--- config.mk ---
export PLATFORM = sky130hd
export DESIGN_NAME = imem_program_loader_flat
export DESIGN_NICKNAME = d
export VERILOG_FILES = /design/src/rtl/imem_program_loader_if.sv /design/src/rtl/imem_program_loader.sv /design/src/flat_wrapper.sv
export SDC_FILE = /design/constraint.sdc
export NUM_CORES = 1
export LEC_CHECK = 0
export CORE_ASPECT_RATIO = 1.75
export CORE_MARGIN = 2
export CORE_UTILIZATION = 47
export DETAILED_ROUTE_END_ITERATION = 16
export HOLD_SLACK_MARGIN = 0.08
export PLACE_DENSITY = 0.75
export SLEW_MARGIN = 10
export SYNTH_ARGS = -nofsm -noshare
export SYNTH_HDL_FRONTEND = slang
export SYNTH_SLANG_ARGS = --single-unit
--- constraint.sdc ---
create_clock -name CLK -period 1.8 [get_ports CLK]
set_clock_uncertainty 0.1 [all_clocks]
set_input_delay 0.36 -clock CLK [delete_from_list [all_inputs] [get_ports CLK]]
set_output_delay 0.36 -clock CLK [all_outputs]
set_load 0.02 [all_outputs]
--- src/rtl/imem_program_loader_if.sv ---
// imem_program_loader_if: byte-stream handshake plus instruction-memory write bus
interface imem_program_loader_if #(
  parameter int ADDR_W = 6,
  parameter int WORD_W = 32
);
  logic              in_valid;
  logic [7:0]        in_data;
  logic              in_ready;
  logic              imem_we;
  logic [ADDR_W-1:0] imem_addr;
  logic [WORD_W-1:0] imem_wdata;
  modport master (output in_valid, in_data, input in_ready, imem_we, imem_addr, imem_wdata);
  modport slave  (input in_valid, in_data, output in_ready, imem_we, imem_addr, imem_wdata);
endinterface

--- src/rtl/imem_program_loader.sv ---
// imem_program_loader: boot-time byte-stream writer for instruction memory, holds the CPU in reset until loaded.
// Optional trailer checksum with ERROR state when IMEM_LOADER_CHECKSUM_EN is defined.
module imem_program_loader #(
  parameter int ADDR_W = 6,
  parameter int DEPTH  = 64,
  parameter int WORD_W = 32
) (
  input  logic                 CLK,
  input  logic                 RST,
  input  logic                 start,
  imem_program_loader_if.slave bus,
  output logic                 cpu_rst_n,
  output logic                 done,
  output logic                 err,
  output logic [ADDR_W:0]      word_count
);
  typedef enum logic [2:0] {
    IDLE, HDR, LOAD, COMMIT, DONE
`ifdef IMEM_LOADER_CHECKSUM_EN
    , CHK, ERROR
`endif
  } state_t;
  state_t                  state;
  logic [$clog2(DEPTH):0]  n;
  logic [1:0]              byte_cnt;
  logic [WORD_W-9:0]       shift;
  logic                    fire;
  logic                    restartable;
  assign fire = bus.in_valid && bus.in_ready;
`ifdef IMEM_LOADER_CHECKSUM_EN
  logic [7:0] csum;
  assign restartable = state == IDLE || state == DONE || state == ERROR;
`else
  assign restartable = state == IDLE || state == DONE;
  assign err = 1'b0;
`endif
  always_ff @(posedge CLK or negedge RST)
    if (!RST) begin
      state          <= IDLE;
      n              <= '0;
      byte_cnt       <= '0;
      shift          <= '0;
      bus.in_ready   <= 1'b0;
      bus.imem_we    <= 1'b0;
      bus.imem_addr  <= '0;
      bus.imem_wdata <= '0;
      cpu_rst_n      <= 1'b0;
      done           <= 1'b0;
      word_count     <= '0;
`ifdef IMEM_LOADER_CHECKSUM_EN
      err            <= 1'b0;
      csum           <= '0;
`endif
    end else begin
      bus.imem_we <= 1'b0;
      case (state)
        HDR: if (fire) begin
          n     <= {1'b0, bus.in_data[ADDR_W-1:0]} + 1'b1;
          state <= LOAD;
`ifdef IMEM_LOADER_CHECKSUM_EN
          csum  <= bus.in_data;
`endif
        end
        LOAD: if (fire) begin
          shift    <= {shift[WORD_W-17:0], bus.in_data};
          byte_cnt <= byte_cnt + 1'b1;
`ifdef IMEM_LOADER_CHECKSUM_EN
          csum     <= csum ^ bus.in_data;
`endif
          if (byte_cnt == 2'd3) begin
            state          <= COMMIT;
            bus.in_ready   <= 1'b0;
            bus.imem_we    <= 1'b1;
            bus.imem_addr  <= word_count[ADDR_W-1:0];
            bus.imem_wdata <= {shift, bus.in_data};
          end
        end
        COMMIT: begin
          word_count <= word_count + 1'b1;
          if (word_count + 1'b1 == n) begin
`ifdef IMEM_LOADER_CHECKSUM_EN
            state        <= CHK;
            bus.in_ready <= 1'b1;
`else
            state        <= DONE;
            done         <= 1'b1;
            cpu_rst_n    <= 1'b1;
`endif
          end else begin
            state        <= LOAD;
            bus.in_ready <= 1'b1;
          end
        end
`ifdef IMEM_LOADER_CHECKSUM_EN
        CHK: if (fire) begin
          bus.in_ready <= 1'b0;
          state        <= bus.in_data == csum ? DONE : ERROR;
          done         <= bus.in_data == csum;
          cpu_rst_n    <= bus.in_data == csum;
          err          <= bus.in_data != csum;
        end
`endif
        default: ;
      endcase
      if (start && restartable) begin
        state        <= HDR;
        bus.in_ready <= 1'b1;
        word_count   <= '0;
        byte_cnt     <= '0;
        cpu_rst_n    <= 1'b0;
        done         <= 1'b0;
`ifdef IMEM_LOADER_CHECKSUM_EN
        err          <= 1'b0;
        csum         <= '0;
`endif
      end
    end
endmodule
--- src/flat_wrapper.sv ---
// flat-port wrapper written by rule: the top's interface ports become plain ports
module imem_program_loader_flat 
#(
  parameter int ADDR_W = 6,
  parameter int DEPTH  = 64,
  parameter int WORD_W = 32
)
  (CLK, RST, start, cpu_rst_n, done, err, word_count, bus_in_valid, bus_in_data, bus_in_ready, bus_imem_we, bus_imem_addr, bus_imem_wdata);
  imem_program_loader_if #(.ADDR_W(ADDR_W), .WORD_W(WORD_W)) bus_i ();
  input  logic CLK;
  input  logic RST;
  input  logic start;
  output logic cpu_rst_n;
  output logic done;
  output logic err;
  output logic [ADDR_W:0] word_count;
  input wire logic [$bits(bus_i.in_valid)-1:0] bus_in_valid;
  input wire logic [$bits(bus_i.in_data)-1:0] bus_in_data;
  output wire logic [$bits(bus_i.in_ready)-1:0] bus_in_ready;
  output wire logic [$bits(bus_i.imem_we)-1:0] bus_imem_we;
  output wire logic [$bits(bus_i.imem_addr)-1:0] bus_imem_addr;
  output wire logic [$bits(bus_i.imem_wdata)-1:0] bus_imem_wdata;
  assign bus_i.in_valid = bus_in_valid;
  assign bus_i.in_data = bus_in_data;
  assign bus_in_ready = bus_i.in_ready;
  assign bus_imem_we = bus_i.imem_we;
  assign bus_imem_addr = bus_i.imem_addr;
  assign bus_imem_wdata = bus_i.imem_wdata;
  imem_program_loader #(.ADDR_W(ADDR_W), .DEPTH(DEPTH), .WORD_W(WORD_W)) u_core (.CLK(CLK), .RST(RST), .start(start), .bus(bus_i), .cpu_rst_n(cpu_rst_n), .done(done), .err(err), .word_count(word_count));
endmodule
==> flow_summary.toml, run 1 <==
[clocking]
clk-insertion-delay-late_ps = 330
htreeDepth = 3
cts.sinks = 84
cts_buffers = 9
cts_root_buffer = "clkbuf_16"
cts_tree = "built"
clkSlewWorstSetupHoldPaths_ps = 60
cts_max_path_buffers = 2

[drt]
drtIter0Drc = 150
drt-pass1-iter-count = 4
avgViaCountPerCell = 5.32
ant_nets = 0
wirelength_um = 7210
drc = 0
avgRoutedWirePerCell_um = 16.5
vias = 2319

[critical_path]
endpoint_kind = "flip-flop"
cp_cell_sequence = "ha_4 > xor3_1 > a41o_1 > a2111oi_4 > buf_4 > a31oi_1"
cp_slowest_cell = "dfrtp_2"
critPathArrivalTime_ps = 1990
path_max_fanout = 4
startpoint_type = "flip-flop"
timing.critical_path.buf_inv = 1
crit_family = "compound AO/OA/AOI/OAI gates"
slowest_delay_ps = 420
critPathRequiredTime_ps = 1910
crit_type = "reg -> reg"

[timing]
maxSlewViolCount = 0
clock.fmax_ghz = 0.531
finalHoldViolations = 0
fin_crit_ps = 1880
rsz0062_at_grt = "yes"
timing.final.crit_share_pct = 105
hold_ws_ps = 368
finalSetupViolCount = 4
fin_ws_ps = -81.6
finalSetupTns_ps = -233

[global_route]
antenna_found_initial = 0
grt_pass1_wl_um = 11700
grt_start_max_net_pins = 35
grt_usage_pct = 18.4
grt_remaining_overflow = 0
grt_pass1_vias = 2353

[synth]
syn_area_per_cell_um2 = 13.8
synth_cell_types = 41
syn-cell-area_um2 = 3560
syn-num-nets = 272
ys_ff_latch = 84
synth_edf_count = 0
ys_seq_area_share_pct = 59.1
synth_ff_type = "dfrtp_1"
async_flop_share_pct = 100
synth_cells = 257
yosys_warnings = 0

[finish]
num_antenna_cells = 0
synthToLayoutAreaGrowth_pct = 35.2
final_util_pct = 64.4
fin_nets = 358
num-fill-cells = 568
drive_gt1_share_pct = 34.8

[floorplan]
num_rows = 42
die_h_um = 119
dieArea_um2 = 8300
fp.dieW_um = 69.8
io_pins = 62
coreArea_um2 = 7460
start_util_pct = 47.7

[place]
hpwlAfterDp_um = 5160
place.gp.congestion = 0.797
portBuffers = 60
pre_cts_ws_ps = -237

[worst_hold_path]
hold_path_class = "in -> async"

[pwr]
vdd_drop_max_v = 0.00114
powerDensity_nw_per_um2 = 1840
leakagePower_nw = 2.27

[outcome]
violations = "setup timing"
outcome = "finished with violations"

[run]
max-cap-violations = 0
[through the flow]
step	power [mW]	area, um2	instances
6_report	8.83	4810	436
5_1_grt	9.34	4810	436
4_1_cts	8.93	4750	434
3_5_place_dp	7.23	4470	417
3_3_place_gp	7.12	4470	417
2_1_floorplan	5.53	3570	257
[layout by cell type (no fill, tap or decap), drive strengths merged, types with 2 or more instances in the layout]
cell type and n:
xnor2 9, a21oi 6, nor3b 2, buf 30, ha 3, and3 3
a31oi 5, o21ai 9, dlymetal6s2s 12, nand3 7, dlygate4sd2 10, mux2 64
xor2 6, clkbuf 12, clkdlybuf4s50 37, a22o 2, nand2 9, nor2 13
dfrtp 84, clkinv 3
[worst paths after layout]
path                       depth (start not counted)  slack (ps)                   endpoint                 start
min reg2reg                                        1         400  u_core.bus.imem_wdata[31]      u_core.shift[23]
min                                                2         370       u_core.word_count[4]                   RST
min in group CLK                                   1         400  u_core.bus.imem_wdata[31]      u_core.shift[23]
max                                                6         -80            u_core.state[1]  u_core.word_count[1]
max in group asynchronous                          3         750  u_core.bus.imem_wdata[28]                   RST
max reg2reg                                        6         -80            u_core.state[1]  u_core.word_count[1]
[where the power goes]
| part | internal, mW | leakage, nW | switching [mW] |
|---|---|---|---|
| Clock | 1.04 | 0.144 | 0.698 |
| Sequential | 2.77 | 1.02 | 0.564 |
| Combinational | 2.03 | 1.10 | 1.72 |
| Total | 5.84 | 2.27 | 2.99 |
[flip-flops by register name, indices dropped and copies added, names as in the netlist]
name / cells
u_core.bus.imem_addr: 6
u_core.bus.in_ready: 1
u_core.bus.imem_wdata: 32
u_core.shift: 24
u_core.cpu_rst_n: 1
u_core.word_count: 7
u_core.byte_cnt: 2
u_core.bus.imem_we: 1
u_core.state: 3
u_core.n: 7
[metal layers]
layer	track usage [%]	up-vias	routed length (um)
met1	21.3	1162	2730
met3	4.48	9	288
met2	32.0	64	4020
met4	8.65	0	172
met5	0	-	0
li1	-	1084	-
[timing repair]
action	in CTS	in global routing
pin swaps	0	3
hold buffers	1	0
endpoints found under the setup margin	14	47
resized for setup	11	15
setup buffers	0	2
endpoints found under the hold margin	19	0
[cell usage after synthesis (2+ instances only)]
| cell | number | area (um2) |
|---|---|---|
| buf_4 | 2 | 15.0 |
| and3_1 | 2 | 12.5 |
| a31oi_1 | 5 | 31.3 |
| buf_2 | 12 | 60.1 |
| ha_1 | 3 | 37.5 |
| xor2_1 | 6 | 52.6 |
| a22o_1 | 2 | 17.5 |
| nor2_1 | 13 | 48.8 |
| a21oi_1 | 6 | 30.0 |
| nand2_1 | 9 | 33.8 |
| mux2_2 | 62 | 698 |
| o21ai_0 | 9 | 45.0 |
| dfrtp_1 | 84 | 2100 |
| nand3_1 | 6 | 30.0 |
| mux2_1 | 2 | 22.5 |
| xnor2_1 | 9 | 78.8 |
[cells by family (layout without fill, tap and decap cells)]
group           count (synthesis)  count (layout)  synth area share (%)
simple gates                   41              41                  6.19
other cells                     1               1                 0.105
mux                            65              65                  20.5
fa+ha+maj                       3               3                  1.06
buf+inv                        16             107                  2.32
xor+xnor                       16              16                  4.36
flops                          84              84                  59.1
compound gates                 31              31                  6.30
[final cells by class]
cell class,count,area [um2],area share (%)
Inverter,1,3.75,0.0781
Clock inverter,4,22.5,0.468
Multi-Input combinational cell,157,1390,29.0
Clock buffer,12,267,5.54
Tap cell,88,110,2.29
Sequential cell,84,2110,43.8
Timing Repair Buffer,90,906,18.8
Power figures use the tool's default switching activity.
==> run 2, diff against run 1 <==
--- a/config.mk
+++ b/config.mk
@@ -7,11 +7,13 @@
 export LEC_CHECK = 0
 export CORE_ASPECT_RATIO = 1.75
 export CORE_MARGIN = 2
-export CORE_UTILIZATION = 47
+export CORE_UTILIZATION = 45
 export DETAILED_ROUTE_END_ITERATION = 16
 export HOLD_SLACK_MARGIN = 0.08
-export PLACE_DENSITY = 0.75
+export PLACE_DENSITY = 0.72
+export SETUP_SLACK_MARGIN = 0.5
 export SLEW_MARGIN = 10
 export SYNTH_ARGS = -nofsm -noshare
 export SYNTH_HDL_FRONTEND = slang
 export SYNTH_SLANG_ARGS = --single-unit
+export TNS_END_PERCENT = 1
==> flow_summary.toml, run 2 (synthesized netlist as in run 1, its figures left out) <==
[global_route]
grt_start_max_net_pins = 36
grt_pass1_vias = 2544
antenna_found_initial = 0
grt_usage_pct = 20.1
grt_remaining_overflow = 0
grt_pass1_wl_um = 13200

[floorplan]
coreArea_um2 = 7620
start_util_pct = 46.7
dieArea_um2 = 8660
io_pins = 62
num_rows = 42
die_h_um = 122
fp.dieW_um = 71.2

[critical_path]
path_max_fanout = 4
critPathRequiredTime_ps = 1900
critPathArrivalTime_ps = 1980
endpoint_kind = "flip-flop"
r2r-end = "u_core.bus.in_ready"
cp_slowest_cell = "dfrtp_2"
cp_cell_sequence = "ha_4 > xor3_1 > a41o_1 > a2111oi_4 > a31oi_1"
slowest_delay_ps = 420
r2r-start = "u_core.word_count[1]"
crit_type = "reg -> reg"
startpoint_type = "flip-flop"
r2r_slack_ps = -90
r2r_cells = 5

[clocking]
htreeDepth = 3
cts_buffers = 9
cts_max_path_buffers = 2
cts_tree = "built"
cts_root_buffer = "clkbuf_16"
post-cts-setup-buffers = 0
clk-insertion-delay-late_ps = 330
clkSlewWorstSetupHoldPaths_ps = 60
cts.sinks = 84

[timing]
finalSetupTns_ps = -248
maxSlewViolCount = 0
finalHoldViolations = 0
finalSetupViolCount = 4
timing.final.crit_share_pct = 105
fin_crit_ps = 1890
fin_ws_ps = -88.8
clock.fmax_ghz = 0.529
rsz0062_at_grt = "yes"

[pwr]
pwr-share-seq_pct = 35.4
pwr-share-comb_pct = 46.7
switching_share_pct = 33.5
leakagePower_nw = 2.43
powerDensity_nw_per_um2 = 1940
p_int_mw = 6.63
vdd_drop_max_v = 0.00113
pwr-share-clk_pct = 17.9
switchingPower_mw = 3.34

[finish]
largest_register_ffs = 32
fin_nets = 357
layout_commonest_cell = "dfrtp_1"
drive_gt1_share_pct = 51.2
regMostFlops = "u_core.bus.imem_wdata"
layout_common_cells = "dfrtp_1, mux2_4, buf_6"
synthToLayoutAreaGrowth_pct = 44.2
top_regs = "u_core.bus.imem_wdata: 32 flops, u_core.shift: 24 flops"
num_antenna_cells = 0

[drt]
wl_met2_um = 4320
wl_met1_um = 3030
met3WireLength_um = 255
avgViaCountPerCell = 5.41
drc = 0
ant_nets = 0
drt-pass1-iter-count = 4
route.top_layer_used = "met4"
wirelength_um = 7830
vias = 2348
drtIter0Drc = 145
avgRoutedWirePerCell_um = 18.0

[outcome]
outcome = "finished with violations"
violations = "setup timing"

[place]
pre_cts_ws_ps = -252
place.gp.congestion = 0.750
portBuffers = 60
hpwlAfterDp_um = 5370

[run]
max-cap-violations = 0

[worst_hold_path]
hold_path_class = "in -> async"
-- run 2: changes by cell type in the layout (fill, tap and decap cells not counted), sizes merged --
cell and change:
dlymetal6s2s -12, buf +48, bufinv +1, dlygate4sd2 -9
clkbuf -2, clkdlybuf4s50 -28
-- run 2: layout make-up --
| type | instances | area, um2 |
|---|---|---|
| flip-flops and latches | 84 | 2110 |
| repair buffers | 89 | 948 |
| well taps | 88 | 110 |
| clock buffers | 10 | 239 |
| multi-input cells | 157 | 1670 |
| clock inverters | 5 | 52.6 |
| fillers | 535 | 2490 |
| inverters | 1 | 3.75 |
-- run 2: stage by stage --
stage / instance area (um2) / cells / power, mW / utilization [%] / hold slack [ps]
after floorplan: 3570 / 257 / 5.53 / - / -35.6
after global placement: 4460 / 418 / 7.16 / 58.6 / 238
after detailed placement: 4460 / 418 / 7.30 / 58.6 / 238
after CTS: 5110 / 434 / 10.0 / 67.1 / 417
after global routing: 5130 / 434 / 10.5 / 67.3 / 418
final: 5130 / 434 / 9.97 / 67.3 / 411
-- run 2: how the worst max path moves through the flow --
stage                     depth (start not counted)  slack, ps             endpoint                 start
final                                             5        -90  u_core.bus.in_ready  u_core.word_count[1]
after global routing                              5       -180  u_core.bus.in_ready  u_core.word_count[0]
after CTS                                         5       -100  u_core.bus.in_ready  u_core.word_count[0]
after detailed placement                          5       -250          u_core.n[1]          bus_in_valid
after global placement                            5       -250          u_core.n[6]          bus_in_valid
after floorplan                                   5        -70  u_core.bus.in_ready  u_core.word_count[1]
-- run 2: power groups by stage --
stage	logic, mW	clock network [mW]	registers, mW
2_1_floorplan	1.68	0	3.86
6_report	4.65	1.79	3.53
4_1_cts	4.69	1.83	3.52
3_5_place_dp	3.92	0	3.39
3_3_place_gp	3.81	0	3.35
5_1_grt	4.95	1.92	3.63
-- run 2: worst max-delay path, delay by kind of cell (launching register included) --
family	cells	cell delay (ps)
AOI/OAI and AO/OA	3	710
xor gates and xnor gates	1	350
adders and majority gates	1	170
DFF	1	420
-- run 2: timing repair --
action,4_1_cts,5_1_grt
pin swaps,19,21
hold buffers,1,0
resized for setup,379,4
endpoints found under the setup margin,133,133
endpoints found under the hold margin,31,0
-- run 2: routing by layer --
layer | track usage [%] | vias up
li1 | - | 1074
met1 | 24.3 | 1202
met2 | 33.4 | 57
met3 | 4.47 | 15
met4 | 10.6 | 0
met5 | 0 | -
